--- config.mk ---
export PLATFORM = sky130hd
export DESIGN_NAME = instr_issuer
export DESIGN_NICKNAME = d
export VERILOG_FILES = /design/src/rtl/instr_issuer_pkg.sv /design/src/rtl/instr_issuer_prog_ram.sv /design/src/rtl/instr_issuer.sv
export SDC_FILE = /design/constraint.sdc
export NUM_CORES = 1
export LEC_CHECK = 0
export ABC_AREA = 1
export BUFFER_PORTS_ARGS = -buffer_cell sky130_fd_sc_hd__buf_2
export CORE_UTILIZATION = 60
export DETAILED_ROUTE_END_ITERATION = 10
export GPL_TIMING_DRIVEN = 1
export PLACE_DENSITY = 0.84
export SLEW_MARGIN = 20
export SYNTH_ARGS = -nofsm -noshare
export SYNTH_HDL_FRONTEND = slang
export SYNTH_SLANG_ARGS = --single-unit
--- constraint.sdc ---
create_clock -name clock -period 5.1 [get_ports clock]
set_input_delay 0.51 -clock clock [delete_from_list [all_inputs] [get_ports clock]]
set_output_delay 0.51 -clock clock [all_outputs]
set_load 0.005 [all_outputs]
--- src/rtl/instr_issuer_pkg.sv ---
// Shared instruction-word layout, FSM encoding and field helpers for instr_issuer.
// ISSUER_HAZARD_STALL_EN adds the STALL state encoding.
package instr_issuer_pkg;

  localparam int unsigned INSTR_W = 18;
  localparam int unsigned OPC_LSB = 0;
  localparam int unsigned RD_LSB  = 3;
  localparam int unsigned RS1_LSB = 8;
  localparam int unsigned RS2_LSB = 13;
  localparam int unsigned OPC_W   = 3;
  localparam int unsigned REG_W   = 5;

  localparam logic [1:0] ST_IDLE  = 2'd0;
  localparam logic [1:0] ST_ISSUE = 2'd1;
  localparam logic [1:0] ST_DONE  = 2'd2;
`ifdef ISSUER_HAZARD_STALL_EN
  localparam logic [1:0] ST_STALL = 2'd3;
`endif

  function automatic logic [OPC_W-1:0] opc_of(input logic [INSTR_W-1:0] w);
    return w[OPC_LSB +: OPC_W];
  endfunction

  function automatic logic [REG_W-1:0] rd_of(input logic [INSTR_W-1:0] w);
    return w[RD_LSB +: REG_W];
  endfunction

  function automatic logic [REG_W-1:0] rs1_of(input logic [INSTR_W-1:0] w);
    return w[RS1_LSB +: REG_W];
  endfunction

  function automatic logic [REG_W-1:0] rs2_of(input logic [INSTR_W-1:0] w);
    return w[RS2_LSB +: REG_W];
  endfunction

  // True when nxt reads the register that prev writes.
  function automatic logic raw_hazard(input logic [INSTR_W-1:0] prev,
                                      input logic [INSTR_W-1:0] nxt);
    return (rs1_of(nxt) == rd_of(prev)) || (rs2_of(nxt) == rd_of(prev));
  endfunction

endpackage

--- src/rtl/instr_issuer_prog_ram.sv ---
// Program buffer: DEPTH x INSTR_W, one synchronous write port, one asynchronous read port.
// Contents are deliberately not reset.
module issue_prog_ram
  import instr_issuer_pkg::*;
#(
  parameter int unsigned DEPTH = 16,
  parameter int unsigned AW    = 4
) (
  input  logic               clock,
  input  logic               we,
  input  logic [AW-1:0]      waddr,
  input  logic [INSTR_W-1:0] wdata,
  input  logic [AW-1:0]      raddr,
  output logic [INSTR_W-1:0] rdata
);

  logic [INSTR_W-1:0] mem [DEPTH];

  always_ff @(posedge clock) begin
    if (we) mem[waddr] <= wdata;
  end

  assign rdata = mem[raddr];

endmodule

--- src/rtl/instr_issuer.sv ---
// Program sequencer issuing buffered 18-bit instructions over valid/ready, with repeats.
// Optional ISSUER_HAZARD_STALL_EN inserts a bubble on a dest->src register dependency.
module instr_issuer
  import instr_issuer_pkg::*;
#(
  parameter int unsigned DEPTH = 16,
  parameter int unsigned AW    = 4,
  parameter int unsigned RPT_W = 8
) (
  input  logic               clock,
  input  logic               resetn,
  input  logic               load_en,
  input  logic [AW-1:0]      load_addr,
  input  logic [INSTR_W-1:0] load_data,
  input  logic               start,
  input  logic [AW-1:0]      prog_len,
  input  logic [RPT_W-1:0]   repeat_cnt,
  input  logic               abort,
  input  logic               exec_ready,
  output logic [INSTR_W-1:0] instruct,
  output logic               instr_valid,
  output logic [AW-1:0]      pc,
  output logic               busy,
  output logic               done
);

  logic [1:0]         state_q, state_d;
  logic [AW-1:0]      pc_q, pc_d;
  logic [AW-1:0]      len_q, len_d;
  logic [RPT_W-1:0]   passes_q, passes_d;
  logic [INSTR_W-1:0] instr_q, instr_d;
  logic               valid_q, valid_d;
  logic [AW-1:0]      rd_addr;
  logic [INSTR_W-1:0] rd_data;
  logic               transfer;
  logic               last_word;

  issue_prog_ram #(
    .DEPTH(DEPTH),
    .AW   (AW)
  ) u_ram (
    .clock(clock),
    .we   (load_en && (state_q == ST_IDLE)),
    .waddr(load_addr),
    .wdata(load_data),
    .raddr(rd_addr),
    .rdata(rd_data)
  );

  assign transfer  = valid_q && exec_ready;
  assign last_word = (pc_q == len_q);

  // Read port always points at the word that follows the current one.
  always_comb begin
    rd_addr = '0;
    if (state_q != ST_IDLE && !last_word) rd_addr = pc_q + 1'b1;
  end

  always_comb begin
    state_d  = state_q;
    pc_d     = pc_q;
    len_d    = len_q;
    passes_d = passes_q;
    instr_d  = instr_q;
    valid_d  = valid_q;
    case (state_q)
      ST_IDLE: begin
        if (start && !abort) begin
          len_d    = prog_len;
          passes_d = repeat_cnt;
          pc_d     = '0;
          instr_d  = rd_data;
          valid_d  = 1'b1;
          state_d  = ST_ISSUE;
        end
      end
      ST_ISSUE: begin
        if (transfer) begin
          if (!last_word || passes_q != '0) begin
            if (last_word) passes_d = passes_q - 1'b1;
            pc_d    = rd_addr;
            instr_d = rd_data;
`ifdef ISSUER_HAZARD_STALL_EN
            if (raw_hazard(instr_q, rd_data)) begin
              valid_d = 1'b0;
              state_d = ST_STALL;
            end
`endif
          end else begin
            valid_d = 1'b0;
            state_d = ST_DONE;
          end
        end
      end
`ifdef ISSUER_HAZARD_STALL_EN
      ST_STALL: begin
        valid_d = 1'b1;
        state_d = ST_ISSUE;
      end
`endif
      ST_DONE: state_d = ST_IDLE;
      default: begin
        valid_d = 1'b0;
        state_d = ST_IDLE;
      end
    endcase
    if (abort && state_q != ST_IDLE) begin
      valid_d = 1'b0;
      state_d = ST_IDLE;
    end
  end

  always_ff @(posedge clock or negedge resetn) begin
    if (!resetn) begin
      state_q  <= ST_IDLE;
      pc_q     <= '0;
      len_q    <= '0;
      passes_q <= '0;
      instr_q  <= '0;
      valid_q  <= 1'b0;
    end else begin
      state_q  <= state_d;
      pc_q     <= pc_d;
      len_q    <= len_d;
      passes_q <= passes_d;
      instr_q  <= instr_d;
      valid_q  <= valid_d;
    end
  end

  assign instruct    = instr_q;
  assign instr_valid = valid_q;
  assign pc          = pc_q;
  assign busy        = (state_q != ST_IDLE);
  assign done        = (state_q == ST_DONE);

endmodule

# [Word-level counts from Yosys, hierarchy flattened]
# Memories as Yosys holds them, arrays and structs flattened.
# Index checks and enable logic that the tools add are counted.
[word_totals] reg_bits=37 mem_bits_rw=288 inputBits=40 output_inout_bits=25 elab_cells=63 n_memories=1
[memory_table] memory="u_ram.mem" depth=16 word_bits=18 rd=1 rd_clocked_by_memory_dff=0 write_ports=1 line="instr_issuer_prog_ram.sv:17" text="logic [INSTR_W-1:0] mem [DEPTH];"
[op_classes] add_sub_neg=2 eq_ne=11 n_mux=26 reduce_logical=17
[ops] cell="18-bit 2-to-1 mux" n=3
[ops] cell="18-bit one-hot mux with 2 select lines" n=1
[ops] cell="8-bit 2-to-1 mux" n=4
[ops] cell="4-bit 2-to-1 mux" n=4
[ops] cell="8-bit one-hot mux with 2 select lines" n=1
[ops] cell="2-bit 2-to-1 mux" n=4
[ops] cell="4-bit one-hot mux with 2 select lines" n=1
[ops] cell="4-bit AND reduction" n=2
[ops] cell="8-bit nonzero test" n=1
[ops] cell="8-bit by 1-bit subtractor with 8-bit output (second input constant)" n=1
[ops] cell="1-bit 2-to-1 mux" n=6
[ops] cell="2-bit inequality test (second input constant)" n=3
[ops] cell="3-bit inequality test (second input constant)" n=2
[ops] cell="1-bit logical AND" n=5
[ops] cell="5-bit AND reduction" n=1
[ops] cell="4-bit by 1-bit adder with 4-bit output (second input constant)" n=1
[ops] cell="4-bit equality test" n=1
[ops] cell="2-bit by 1-bit inequality test with 1-bit output (second input constant)" n=2
[ops] cell="2-bit one-hot mux with 2 select lines" n=1
[ops] cell="2-bit nonzero test" n=2
[ops] cell="3-bit by 1-bit inequality test with 1-bit output (second input constant)" n=1
[ops] cell="1-bit one-hot mux with 3 select lines" n=1
[ops] cell="3-bit AND reduction" n=1
[ops] cell="2-bit by 1-bit equality test with 1-bit output (second input constant)" n=1
[ops] cell="5 further kinds" n=6

# [Depth between registers and ports, before layout]
# An unclocked memory read counts as a cell.
[depth] ltp_word=8 mapped_depth=15 ltp_nobuf=14

# [Cells and area by module]
# A second synthesis with hierarchy kept.
[hier_totals] hier_cells=1458 area_unflattened_um2=14641.5
[by_module_without_submodules] module="issue_prog_ram" n_inst=1 cells_each=1185 area_each_um2=12401.9 seq_area_each_um2=8648.3
[by_module_without_submodules] module="instr_issuer" n_inst=1 cells_each=273 area_each_um2=2239.6 seq_area_each_um2=925.9

# [Worst setup path after synthesis]
# No wires, ideal clock.
[synth_path] path_type="reg-to-reg" startpoint="register state_q[0]" endpoint="memory u_ram.mem[0][0] (enable)" setup_time_ns=0.393 arrival_ns=2.094 required_ns=4.707 slack_ns=2.614 stages_incl_launch_ff=8 n_path_buf=2 period_less_slack_ns=2.486 cell_sequence="dfrtp_1 > nor2_1 > inv_2 > buf_2 > buf_2 > nor2_1 > nand3_1 > nor2_1"
[synth_via] elab_chain_cells=4
[synth_lines] item="start, declared" line="instr_issuer.sv:27" text="logic [1:0] state_q, state_d;"
[synth_lines] item="start signal, assigned" line="instr_issuer.sv:122" text="state_q <= state_d;"
[synth_lines] item="2-bit logical NOT" line="instr_issuer.sv:43" text=".we (load_en && (state_q == ST_IDLE)),"
[synth_lines] item="1-bit logical AND" line="instr_issuer.sv:43"
[synth_lines] item="1-bit 2-to-1 mux" line="instr_issuer_prog_ram.sv:20" text="if (we) mem[waddr] <= wdata;"
[synth_lines] item="1-bit 2-to-1 mux (not written as such)" line="instr_issuer_prog_ram.sv:20"
[synth_lines] item="end, declared" line="instr_issuer_prog_ram.sv:17"
# Every way passes these cells.

# [Final worst setup path]
[layout_path] startpoint="register pc_q[0] (netlist: pc[0])" endpoint="register instr_q[3] (netlist: instruct[3])"
[layout_via] elab_chain_cells=8 word_cells_on_any_way=13 classes_between="1 x add/sub; 2 x eq/ne; 5 x mux; 4 x reduce/logical; 1 x memory"
[layout_lines] item="start, declared" line="instr_issuer.sv:28" text="logic [AW-1:0] pc_q, pc_d;"
[layout_lines] item="start signal, assigned" line="instr_issuer.sv:123" text="pc_q <= pc_d;"
[layout_lines] item="parallel branches: the longest is 8 deep, another holds memory read 16 x 18 bit"
[layout_lines] item="end signal, assigned" line="instr_issuer.sv:126" text="instr_q <= instr_d;"
[layout_lines] item="end, declared" line="instr_issuer.sv:31" text="logic [INSTR_W-1:0] instr_q, instr_d;"
# Several ways; the timed one is not identified. The select of a mux whose other input is x is not followed.
# A chain may end at the register's enable or synchronous reset.

==> impl_results.md <==
- Register area share after synthesis: 0.646
- Total CTS buffers: 34
- WL final: 39000 um
- Final GP Congestion: between 0.8 and 0.9
- DR WL/cell: approximately 21 um
- Hpwl dp: between 20000 and 25000 um
- HP Class: in2async
- Switch Pwr: slightly below 3 mW
- DRC: 0
- Vias per Instance: 6.03
- Metal3 WL: between 5000 and 6000 um
- Final setup viols: 0
- CTS Hold Bufs: 0
- Clock share of power: 0.309
- PortBufs: 64
- Final net count: roughly 1500
- Tmin final: 3.82 ns
- Grt total ovfl: 0
- Internal power component: ~5.3 mW
- CTS tree: yes
- Global-route wire length before repair: between 50000 and 60000 um
- Comb power frac: 0.294
- Synth top area cells: edfxtp_1 58%, nand3_1 7.2%, nand2_1 6.8%
- Final ANT Viol Nets: 0
- TNS Setup: 0 ns
- Switching Share: 0.355
- Commonest non-fill, non-tap cell in the layout: edfxtp_1
- Synth cell types: 31
- H-Tree Depth: 2
- Cells after synthesis: between 1000 and 1500
- Yosys reg bits: 325
- Num Clock Sinks: between 300 and 400
- Worst slack, placed: around 1.1 ns
- Fin. Hold Viols: 0
- Max_slew headroom: 0.255
- Core Util, Final: 0.680
- Tot Pwr: between 8 and 9 mW
- Metal-1 WL: 14300 um
- Die Height: ~160 um
- P&R area growth vs syn: 11.2%
- First DRT Iteration DRCs: roughly 1600
- Status: completed
- Layout cell share with drive strength beyond 1: 0.131
- Slowest-stage cell, CP: nand3_4
- Slowest cell delay on critical path: 0.96 ns
- Row count: between 50 and 60
- Placeable Area: between 20000 and 25000 um2
- Peak supply drop: 0.633 mV
- Final worst slack: 1.28 ns
- Most used cell, CP: nand2_1
- Most frequent cells in the layout: 288 x edfxtp_1, 268 x nand2_1, 238 x inv_1
- Final Skew: 0.0151 ns
- Post-cts resize count: 0
- Leak: 7.12 nW
- Setup bufs post-CTS: 0
- Syn Nets: 1516
- GRT Total Usage: 0.312
- Die W: 159 um
- Area leader, netlist: edfxtp_1
- CP max FO: between 100 and 150
- Vias: ~11000
- Worst-margin pin slew: 1.12 ns
- CP Capture Type: flop
- Total die area: roughly 25000 um2
- Power Density: between 400 and 500 nW/um2
- Synth top area share: 0.584
- Pre-antenna DRT Iters: 8
- Ports: 65
- Part of the power in registers: 0.397
- Antenna violations before repair: 3
- Syn Area/Cell: between 10 and 15 um2
- Data arrival, critical path: approximately 4.2 ns
- Vias in the first global route: ~11000
- Initial Utilization: 0.611
- Worst-Skew Late Latency: 0.52 ns
- Max Transition Viols Final: 0
- RSZ-0062 raised after global routing: no
- Cell area after synthesis: approximately 15000 um2
- WP data required: ~5.5 ns
- Critical-path cell list: inv_6 -> buf_6 -> nand3_4 -> inv_2 -> nand2_1 -> nand2_1 -> nand3_1 -> nand3_1 -> nand2_1 -> nand2_1 -> nand2_1
- Period utilisation layout: 0.749
- Max-cap viol count: 0
- Fmax: between 0.2 and 0.3 GHz
- Yosys warnings: 0
- CTS clk-pin slew, worst paths: roughly 0.060 ns
- Largest net degree at the start of global routing: roughly 120
- CP startpoint kind: flop
- Root buf cell: clkbuf_16
- Metal2 WL: about 18000 um
- Clock Path Buffers: 3
- Highest metal used: met5
- Crit path kind: reg2reg
==> final timing paths <==
check                      depth (start not counted)     endpoint  slack, ns        start
max in group asynchronous                          1  passes_q[2]       4.25       resetn
setup / recovery                                  11  instruct[3]       1.28        pc[0]
setup reg to reg                                  11  instruct[3]       1.28        pc[0]
hold / removal                                     1     len_q[2]       0.20       resetn
min in group clock                                 2   state_q[1]       0.21        abort
hold reg to reg                                    2  instruct[5]       0.49  instruct[5]
==> sequential cells by signal, summed over array words and instances, names as in the netlist <==
name / flops
instr_valid: 1
instruct: 18
len_q: 4
passes_q: 8
pc: 4
state_q: 2
u_ram.mem: 288
==> logic make-up (layout without fill, tap and decap cells) <==
family	after synthesis	count (layout)	synth area share
AND/OR/NAND/NOR	774	774	0.243
AO/OA/AOI/OAI	30	30	0.0120
adder cells (fa/ha/maj)	3	3	0.00253
buffers and inverters	337	396	0.0936
other	0	2	0
flip-flops	325	325	0.646
XOR/XNOR	4	4	0.00236
==> cell type report <==
| cell class | instances | area (um2) |
|---|---|---|
| tap | 324 | 405 |
| antenna | 2 | 5.00 |
| timing repair buffer | 85 | 482 |
| multi-input combinational | 811 | 3920 |
| inverter | 249 | 945 |
| clock buffer | 47 | 993 |
| clock inverter | 15 | 155 |
| sequential | 325 | 9570 |
| fill | 1663 | 7770 |
==> routing by layer <==
layer / up-vias / global-route usage
met5: - / 0
met4: 2 / 0.130
met3: 128 / 0.0917
met2: 824 / 0.483
met1: 5252 / 0.415
li1: 4996 / -
==> critical path: cells and delay by family (launching register included) <==
| kind | cells | cell delay [ns] |
|---|---|---|
| and+or+nand+nor | 8 | 1.57 |
| DFF | 1 | 0.47 |
| buffers and inverters | 3 | 1.55 |
==> synth_stat cells <==
cell / n
or2_2: 18
clkbuf_1: 22
inv_1: 238
inv_4: 1
buf_2: 50
dfrtp_1: 37
o21ai_2: 5
ha_1: 3
nand2_1: 268
buf_6: 4
nor3_1: 2
o21ai_1: 1
inv_2: 10
buf_4: 7
nand2_4: 1
edfxtp_1: 288
xor2_1: 4
buf_1: 5
a21oi_2: 1
nor2_4: 2
nor2_1: 135
nand2_2: 3
or2_4: 1
nand3_1: 214
nand4_1: 126
a21oi_1: 5
nor2_2: 2
nand3_4: 2
a31oi_1: 1
a22o_1: 1
o21ai_0: 16
==> power groups by stage <==
stage | clock network [mW] | registers, mW | logic (mW)
CTS | 2.54 | 3.23 | 2.36
floorplan | 0 | 3.21 | 1.74
finish | 2.53 | 3.25 | 2.40
global placement | 0 | 3.28 | 2.23
detailed placement | 0 | 3.28 | 2.33
global route | 2.64 | 3.25 | 2.65
==> metrics by stage <==
stage / instance area [um2] / instances / hold WS (ns)
finish: 16500 / 1858 / 0.200
global route: 16500 / 1856 / 0.197
CTS: 16500 / 1856 / 0.192
detailed placement: 15300 / 1794 / 0.471
global placement: 15300 / 1794 / 0.464
floorplan: 14800 / 1473 / 0.214
(Power assumes the default switching activity.)
